--- src/rtl/exec_unit_seq.sv ---
// Sequential execution unit: 32 x DW register file, single-issue ALU with an
// iterative (or single-cycle) unsigned multiplier writing the high half to SGPR.
module exec_unit_seq #(
  parameter int DW       = 16,
  parameter int IMM_SEXT = 0,
  parameter int FAST_MUL = 0
) (
  input  logic          clk,
  input  logic          rst,
  input  logic [31:0]   instr,
  input  logic          instr_valid,
  output logic          instr_ready,
  output logic          busy,
  output logic          done,
  output logic          illegal,
  output logic [4:0]    flags,
  output logic [DW-1:0] sgpr,
  input  logic [4:0]    dbg_addr,
  output logic [DW-1:0] dbg_data
);

  // state | meaning
  // IDLE  | waiting for an instruction, instr_ready=1
  // EXEC  | single-cycle result write, flag update, done pulse
  // MUL   | shift-add multiply, one multiplier bit per cycle
  typedef enum logic [1:0] {IDLE, EXEC, MUL} state_t;

  localparam logic [4:0] OP_MOVSGPR = 5'd0;
  localparam logic [4:0] OP_MOV     = 5'd1;
  localparam logic [4:0] OP_ADD     = 5'd2;
  localparam logic [4:0] OP_SUB     = 5'd3;
  localparam logic [4:0] OP_MUL     = 5'd4;
  localparam logic [4:0] OP_AND     = 5'd5;
  localparam logic [4:0] OP_OR      = 5'd6;
  localparam logic [4:0] OP_NOT     = 5'd7;
  localparam logic [4:0] OP_NAND    = 5'd8;
  localparam logic [4:0] OP_NOR     = 5'd9;
  localparam logic [4:0] OP_XOR     = 5'd10;
  localparam logic [4:0] OP_XNOR    = 5'd11;

  state_t state, state_nxt;

  logic [DW-1:0]   gpr [32];
  logic [4:0]      ir_op, ir_rdst;
  logic            ir_imm_mode;
  logic [DW-1:0]   op_a, op_b;
  logic [2*DW-1:0] prod;
  logic [5:0]      cnt;

  logic [4:0]      f_op, f_rdst, f_rs1, f_rs2;
  logic            f_imm_mode;
  logic [DW-1:0]   imm_ext, b_sel;

  logic            accept, exec_wr, mul_wr, done_nxt, illegal_nxt, legal;
  logic [DW-1:0]   res;
  logic            cout, ovf;
  logic [4:0]      flags_exec;
  logic [2*DW-1:0] prod_fast, prod_nxt;
  logic [DW:0]     step_sum;

  assign f_op       = instr[31:27];
  assign f_rdst     = instr[26:22];
  assign f_rs1      = instr[21:17];
  assign f_imm_mode = instr[16];
  assign f_rs2      = instr[15:11];

  // Immediate widening: bits above 15 come from the sign bit or zero.
  always_comb begin
    imm_ext = '0;
    for (int i = 0; i < DW; i++) begin
      if (i < 16) imm_ext[i] = instr[i];
      else        imm_ext[i] = (IMM_SEXT != 0) ? instr[15] : 1'b0;
    end
  end

  assign b_sel = f_imm_mode ? imm_ext : gpr[f_rs2];

  assign prod_fast = (2*DW)'(op_a) * (2*DW)'(op_b);

  // One shift-add step: conditionally add multiplicand into the upper half, shift right.
  assign step_sum = {1'b0, prod[2*DW-1:DW]} + {1'b0, (prod[0] ? op_a : {DW{1'b0}})};
  assign prod_nxt = {step_sum, prod[DW-1:1]};

  assign legal = (ir_op <= OP_XNOR);

  always_comb begin
    res  = '0;
    cout = 1'b0;
    ovf  = 1'b0;
    case (ir_op)
      OP_MOVSGPR: res = sgpr;
      OP_MOV:     res = op_b;
      OP_ADD: begin
        {cout, res} = {1'b0, op_a} + {1'b0, op_b};
        ovf = (op_a[DW-1] == op_b[DW-1]) && (res[DW-1] != op_a[DW-1]);
      end
      OP_SUB: begin
        res  = op_a - op_b;
        cout = (op_a < op_b);
        ovf  = (op_a[DW-1] != op_b[DW-1]) && (res[DW-1] != op_a[DW-1]);
      end
      OP_MUL:  res = prod_fast[DW-1:0];
      OP_AND:  res = op_a & op_b;
      OP_OR:   res = op_a | op_b;
      OP_NOT:  res = ir_imm_mode ? ~op_b : ~op_a;
      OP_NAND: res = ~(op_a & op_b);
      OP_NOR:  res = ~(op_a | op_b);
      OP_XOR:  res = op_a ^ op_b;
      OP_XNOR: res = ~(op_a ^ op_b);
      default: res = '0;
    endcase
    if (ir_op == OP_MUL)
      flags_exec = {prod_fast[2*DW-1], (prod_fast == '0), 1'b0, 1'b0, ~^res};
    else
      flags_exec = {res[DW-1], (res == '0), cout, ovf, ~^res};
  end

  always_ff @(posedge clk or posedge rst) begin
    if (rst) state <= IDLE;
    else     state <= state_nxt;
  end

  always_comb begin
    state_nxt   = state;
    accept      = 1'b0;
    exec_wr     = 1'b0;
    mul_wr      = 1'b0;
    done_nxt    = 1'b0;
    illegal_nxt = 1'b0;
    case (state)
      IDLE: begin
        if (instr_valid) begin
          accept    = 1'b1;
          state_nxt = (f_op == OP_MUL && FAST_MUL == 0) ? MUL : EXEC;
        end
      end
      EXEC: begin
        done_nxt    = 1'b1;
        illegal_nxt = ~legal;
        exec_wr     = legal;
        state_nxt   = IDLE;
      end
      MUL: begin
        if (cnt == 6'd0) begin
          done_nxt  = 1'b1;
          mul_wr    = 1'b1;
          state_nxt = IDLE;
        end
      end
      default: state_nxt = IDLE;
    endcase
  end

  assign instr_ready = (state == IDLE);
  assign busy        = (state == EXEC) || (state == MUL);

  always_ff @(posedge clk or posedge rst) begin
    if (rst) begin
      for (int i = 0; i < 32; i++) gpr[i] <= '0;
      sgpr        <= '0;
      flags       <= '0;
      done        <= 1'b0;
      illegal     <= 1'b0;
      ir_op       <= '0;
      ir_rdst     <= '0;
      ir_imm_mode <= 1'b0;
      op_a        <= '0;
      op_b        <= '0;
      prod        <= '0;
      cnt         <= '0;
    end else begin
      done    <= done_nxt;
      illegal <= illegal_nxt;
      if (accept) begin
        ir_op       <= f_op;
        ir_rdst     <= f_rdst;
        ir_imm_mode <= f_imm_mode;
        op_a        <= gpr[f_rs1];
        op_b        <= b_sel;
        prod        <= {{DW{1'b0}}, b_sel};
        cnt         <= 6'(DW - 1);
      end
      if (state == MUL) begin
        prod <= prod_nxt;
        if (cnt != 6'd0) cnt <= cnt - 6'd1;
      end
      if (exec_wr) begin
        gpr[ir_rdst] <= res;
        flags        <= flags_exec;
        if (ir_op == OP_MUL) sgpr <= prod_fast[2*DW-1:DW];
      end
      if (mul_wr) begin
        gpr[ir_rdst] <= prod_nxt[DW-1:0];
        sgpr         <= prod_nxt[2*DW-1:DW];
        flags        <= {prod_nxt[2*DW-1], (prod_nxt == '0), 1'b0, 1'b0, ~^prod_nxt[DW-1:0]};
      end
    end
  end

  assign dbg_data = gpr[dbg_addr];

endmodule

--- config.mk ---
export PLATFORM = sky130hd
export DESIGN_NAME = exec_unit_seq
export DESIGN_NICKNAME = d
export VERILOG_FILES = /design/src/rtl/exec_unit_seq.sv
export SDC_FILE = /design/constraint.sdc
export NUM_CORES = 2
export LEC_CHECK = 0
export CORE_MARGIN = 1.5
export CORE_UTILIZATION = 45
export DETAILED_ROUTE_END_ITERATION = 10
export GPL_ROUTABILITY_DRIVEN = 0
export PLACE_DENSITY_LB_ADDON = 0.25
export SETUP_SLACK_MARGIN = 0.5
export SYNTH_ARGS = -nofsm -noshare
export SYNTH_HDL_FRONTEND = slang
export SYNTH_SLANG_ARGS = --single-unit
--- constraint.sdc ---
create_clock -name clk -period 46.7 [get_ports clk]
set_input_delay 9.34 -clock clk [delete_from_list [all_inputs] [get_ports clk]]
set_output_delay 9.34 -clock clk [all_outputs]
set_load 0.05 [all_outputs]
### Yosys cells after proc, flatten, opt, wreduce, memory -nomap -nowiden

Cells that the tools add are included.

| storage, ports and cells | value |
|---|---|
| register bits | 618 |
| input bits | 40 |
| output and inout port bits | 41 |
| logic and storage cells | 150 |

| cells by class | value |
|---|---|
| $add $sub $neg | 4 |
| $mul | 1 |
| $lt $le $gt $ge | 7 |
| equal/unequal tests | 20 |
| mux-type cells | 43 |
| bitwise gates (word level) | 13 |
| reductions and logical operators | 18 |

Operators with widths:

| cell | number |
|---|---|
| $bwmux W512 | 2 |
| $mux W512 | 2 |
| $bmux W16 S5 | 3 |
| $mux W16 | 13 |
| $pmux W16 S12 | 1 |
| $demux W16 S5 | 1 |
| $not A16 Y16 | 5 |
| $logic_not A32 Y1 | 2 |
| $mux W32 | 2 |
| $add A16 B16 Y17 | 2 |
| $mul A16 B16 Y32 | 1 |
| $reduce_xnor A16 Y1 | 2 |
| $eq A5 B3 Y1 const B | 5 |
| $ge A6 B6 Y1 const B | 4 |
| $not A5 Y6 | 4 |
| $eq A5 B4 Y1 const B | 4 |
| $mux W6 | 3 |
| $and A16 B16 Y16 | 1 |
| $logic_not A16 Y1 | 1 |
| $lt A16 B16 Y1 | 1 |
| $or A16 B16 Y16 | 1 |
| $sub A16 B16 Y16 | 1 |
| $xor A16 B16 Y16 | 1 |
| $mux W5 | 3 |
| 23 further kinds | 41 |

### Longest topological paths before layout

| logic depth | value |
|---|---|
| depth after elaboration | 9 |
| depth in mapped cells | 32 |
| gate-level depth less buffers | 30 |

### Least setup slack after synthesis

Ideal clock, no wire load.

| timing | value |
|---|---|
| kind | input to output |
| start point | in dbg_addr[0] |
| end point | out dbg_data[0] |
| data arrival time | 11,556 ps |
| data required time | 37,360 ps |
| path slack | 25,804 ps |
| stages | 5 |
| path buffers | 2 |
| cells stage by stage | buf_2 > buf_1 > mux4_2 > mux4_2 > mux2_2 |

| between the ends | value |
|---|---|
| cells in the longest elaborated chain, start to end | 4 |

RTL lines:

| element | line | source |
|---|---|---|
| start: declaration | 18 | `input logic [4:0] dbg_addr,` |
| $not A5 Y6 (not written as such) | 200 | `assign dbg_data = gpr[dbg_addr];` |
| $bmux W16 S5 | 200 |  |
| $mux W16 (not written as such) (2 in series) | 200 |  |
| end: declaration | 19 | `output logic [DW-1:0] dbg_data` |

Every way passes these cells. The select of a mux whose other input is x is not followed.

### Worst setup path in the final report

| timing | value |
|---|---|
| start point | in dbg_addr[0] |
| end point | out dbg_data[15] |

The elaborated chain is that of the path after synthesis.

==> impl_metrics.json <==
{
  "violations": "max-capacitance violations",
  "synth_cell_type_count": 91,
  "hold_path_class": "register to register",
  "post_synth_xor_area_fraction": 0.00827,
  "timing.final.crit_period_ps": 22950,
  "maxCapViolCount": 1,
  "vias_per_cell": 6.88,
  "synth_enable_flop_cells": 0,
  "die_width_um": 346,
  "synthesized_area_divided_by_synthesized_cell_count_sq_um": 9.84,
  "cts.sinks": 618,
  "mappedNetlistNets": 5809,
  "placementRows": 125,
  "cp_max_fo": 55,
  "maximum_number_of_pins_on_one_net_before_global_route_repair": 79,
  "setup_viol": 0,
  "total_clock_buffers_created_by_cts": 72,
  "slowest_stage": "sky130_fd_sc_hd__buf_4",
  "synth_sequential_area_ratio": 0.292,
  "run_status": "finished with violations",
  "post_synth_fa_ha_maj_area_fraction": 0.119,
  "initialDrtViolationCount": 5953,
  "timing.critical_path.from_type": "input port",
  "synth_top_family_by_area": "multiplexers",
  "synth_cells": 5383,
  "cts_buffer_depth": 3,
  "flow.area_growth_from_synthesis_pct": 8.46,
  "nFillCells": 10600,
  "clkLatencyLatePin_ps": 680,
  "yosys.area_share.simple": 0.126,
  "initial_utilization": 0.455,
  "die-height_um": 346,
  "fp.dieArea_sq_um": 120000,
  "cts_setup_buffers": 0,
  "cts.htree.levels": 3,
  "worstPathCellList": "buf_8 -> buf_4 -> buf_4 -> mux4_2 -> mux4_2 -> mux2_2 -> clkdlybuf4s50_1",
  "synth.yosys.warnings": 0,
  "cts_stage_hold_buffer_count": 0,
  "floorplan.io_pins": 81,
  "fin_tns_setup_ps": 0,
  "first_global_vias": 44900,
  "nets": 5587,
  "synth.mux.area_fraction": 0.240,
  "worst_path_required_time_ps": 37360,
  "design.core.area_sq_um": 116000,
  "hpwlAfterDp_mm": 146,
  "worstPathArrival_ps": 13610,
  "ys_dominant_reg_cell": "sky130_fd_sc_hd__dfrtp_1",
  "cts_tree": "built",
  "timing.critical_path.slowest_cell_delay_ps": 830,
  "cts_resized": 0,
  "timing_worst_slew_pin_value_ps": 1460,
  "routed_wire_length_per_instance_um": 31.5,
  "ys_seq_elements": 618,
  "total_drc_errors_in_the_routed_layout": 0,
  "post-route-period-util": 0.492,
  "timing.clock.skew_ps": 49.0,
  "slew_headroom": 0.0124,
  "clock-root-buffer": "sky130_fd_sc_hd__clkbuf_16",
  "fmax_ghz": 0.0436,
  "grt_first_pass_wirelength_mm": 311,
  "cellLeakagePower_nw": 23.2,
  "overflow": 0,
  "drive_above_1_share": 0.167,
  "power.density_cell_area_nw_per_um2": 57.2,
  "setup_repair_after_global_routing_missed_its_margin": "false",
  "wirelength_mm": 212,
  "report.final.hold_viol_count": 0,
  "buffer_ports.inserted": 80,
  "setup.worst_path.class": "input port to output port",
  "synth_compound_area_frac": 0.157,
  "postSynth.asyncResetShare": 1.00,
  "dr_total_vias": 46400,
  "power.ir.vdd_worst_mv": 0.0392,
  "cts.clk_slew.worst_paths_ps": 60,
  "length_of_the_first_detailed_routing_pass_in_iterations": 7,
  "layout_commonest_cell": "sky130_fd_sc_hd__nand2_1",
  "syn-cell-area_sq_um": 52900,
  "antenna_found_initial": 2,
  "post-route-util": 0.494,
  "ant_nets": 0,
  "timing_max_transition_violations_final": 0,
  "setup.worst_path.end_class": "output port",
  "final_cell_mix": "sky130_fd_sc_hd__nand2_1 (714), sky130_fd_sc_hd__dfrtp_1 (616), sky130_fd_sc_hd__mux4_2 (480)",
  "global_route.usage.total": 0.352
}
[cell type report]
class	count	area, sq um	share of cell area
antenna	4	10.0	0.000174
clock buffer	99	2080	0.0363
clock inverter	33	404	0.00704
inverter	270	1020	0.0178
multi-input combinational	3982	34700	0.605
sequential	618	15500	0.269
tap	1524	1910	0.0332
timing repair buffer	217	1810	0.0316
[state kept, by name, indices dropped and copies added, names as in the netlist, 2 cells and up]
| name | cells |
|---|---|
| flags | 5 |
| cnt | 6 |
| op_a | 16 |
| sgpr | 16 |
| prod | 32 |
| ir_op | 5 |
| state | 2 |
| ir_rdst | 5 |
| gpr | 512 |
| op_b | 16 |
[worst paths after layout]
| kind | slack, ps | startpoint | depth (start not counted) | to |
|---|---|---|---|---|
| setup / recovery | 23750 | dbg_addr[0] | 7 | dbg_data[15] |
| hold / removal | 480 | op_a[7] | 2 | op_a[7] |
| setup reg to reg | 38340 | op_b[6] | 26 | flags[0] |
| hold reg to reg | 480 | op_a[7] | 2 | op_a[7] |
| max in group asynchronous | 35230 | rst | 4 | gpr[162] |
| min in group asynchronous | 9150 | rst | 2 | gpr[406] |
[routing by layer]
layer / share of wire / wire length [um] / global-route usage / up-vias
li1: - / - / - / 19200
met3: 0.13 / 28300 / 0.124 / 825
met2: 0.43 / 91000 / 0.517 / 3401
met5: 0.00097 / 206 / 0 / -
met4: 0.081 / 17300 / 0.233 / 8
met1: 0.36 / 75500 / 0.438 / 23000
[cells in the mapped netlist, drive strengths merged, types with 18 or more instances]
| master | count | share of area |
|---|---|---|
| o221ai | 71 | 0.012 |
| nand3 | 96 | 0.0091 |
| nand2b | 18 | 0.0021 |
| o211ai | 77 | 0.011 |
| mux2i | 173 | 0.033 |
| a21oi | 316 | 0.030 |
| a211oi | 41 | 0.0061 |
| a22oi | 48 | 0.0068 |
| a31oi | 79 | 0.0093 |
| a21o | 60 | 0.0085 |
| dfrtp | 618 | 0.29 |
| or3 | 75 | 0.0091 |
| mux4 | 480 | 0.20 |
| and3 | 86 | 0.010 |
| nand2 | 715 | 0.051 |
| buf | 140 | 0.011 |
| xnor2 | 38 | 0.0063 |
| and2 | 30 | 0.0036 |
| clkbuf | 373 | 0.026 |
| fa | 197 | 0.074 |
| nor3 | 41 | 0.0042 |
| o21ai | 517 | 0.049 |
| inv | 254 | 0.018 |
| ha | 189 | 0.045 |
| nor2 | 395 | 0.028 |
[metrics by stage]
stage	power, mW	area, sq um	setup WS, ps	hold WS (ps)	instances
after floorplan	2.00	52900	20050	456	5383
after global placement	2.59	54900	23830	463	6611
after detailed placement	2.62	54900	23690	474	6611
after CTS	3.22	57400	23690	489	6743
after global routing	3.43	57400	23470	513	6743
final	3.29	57400	23750	485	6747
[kinds of logic (layout without fill, tap and decap cells)]
family / after synthesis / in the layout
compound gates: 1353 / 1353
mux: 670 / 670
flops: 618 / 618
other cells: 0 / 4
buf+inv: 783 / 619
fa+ha+maj: 386 / 386
xor+xnor: 50 / 50
simple gates: 1523 / 1523
[worst max-delay path: cells and delay by family]
| kind | cells | cell delay (ps) |
|---|---|---|
| multiplexers | 3 | 1510 |
| buffers and inverters | 4 | 2650 |
[power breakdown]
part           switching, mW  total (mW)  leakage (nW)  internal [mW]
combinational           1.07        1.75          13.7          0.678
clock                  0.257       0.602          1.22          0.345
sequential             0.243       0.937          8.30          0.694
Power figures use the tool's default switching activity.
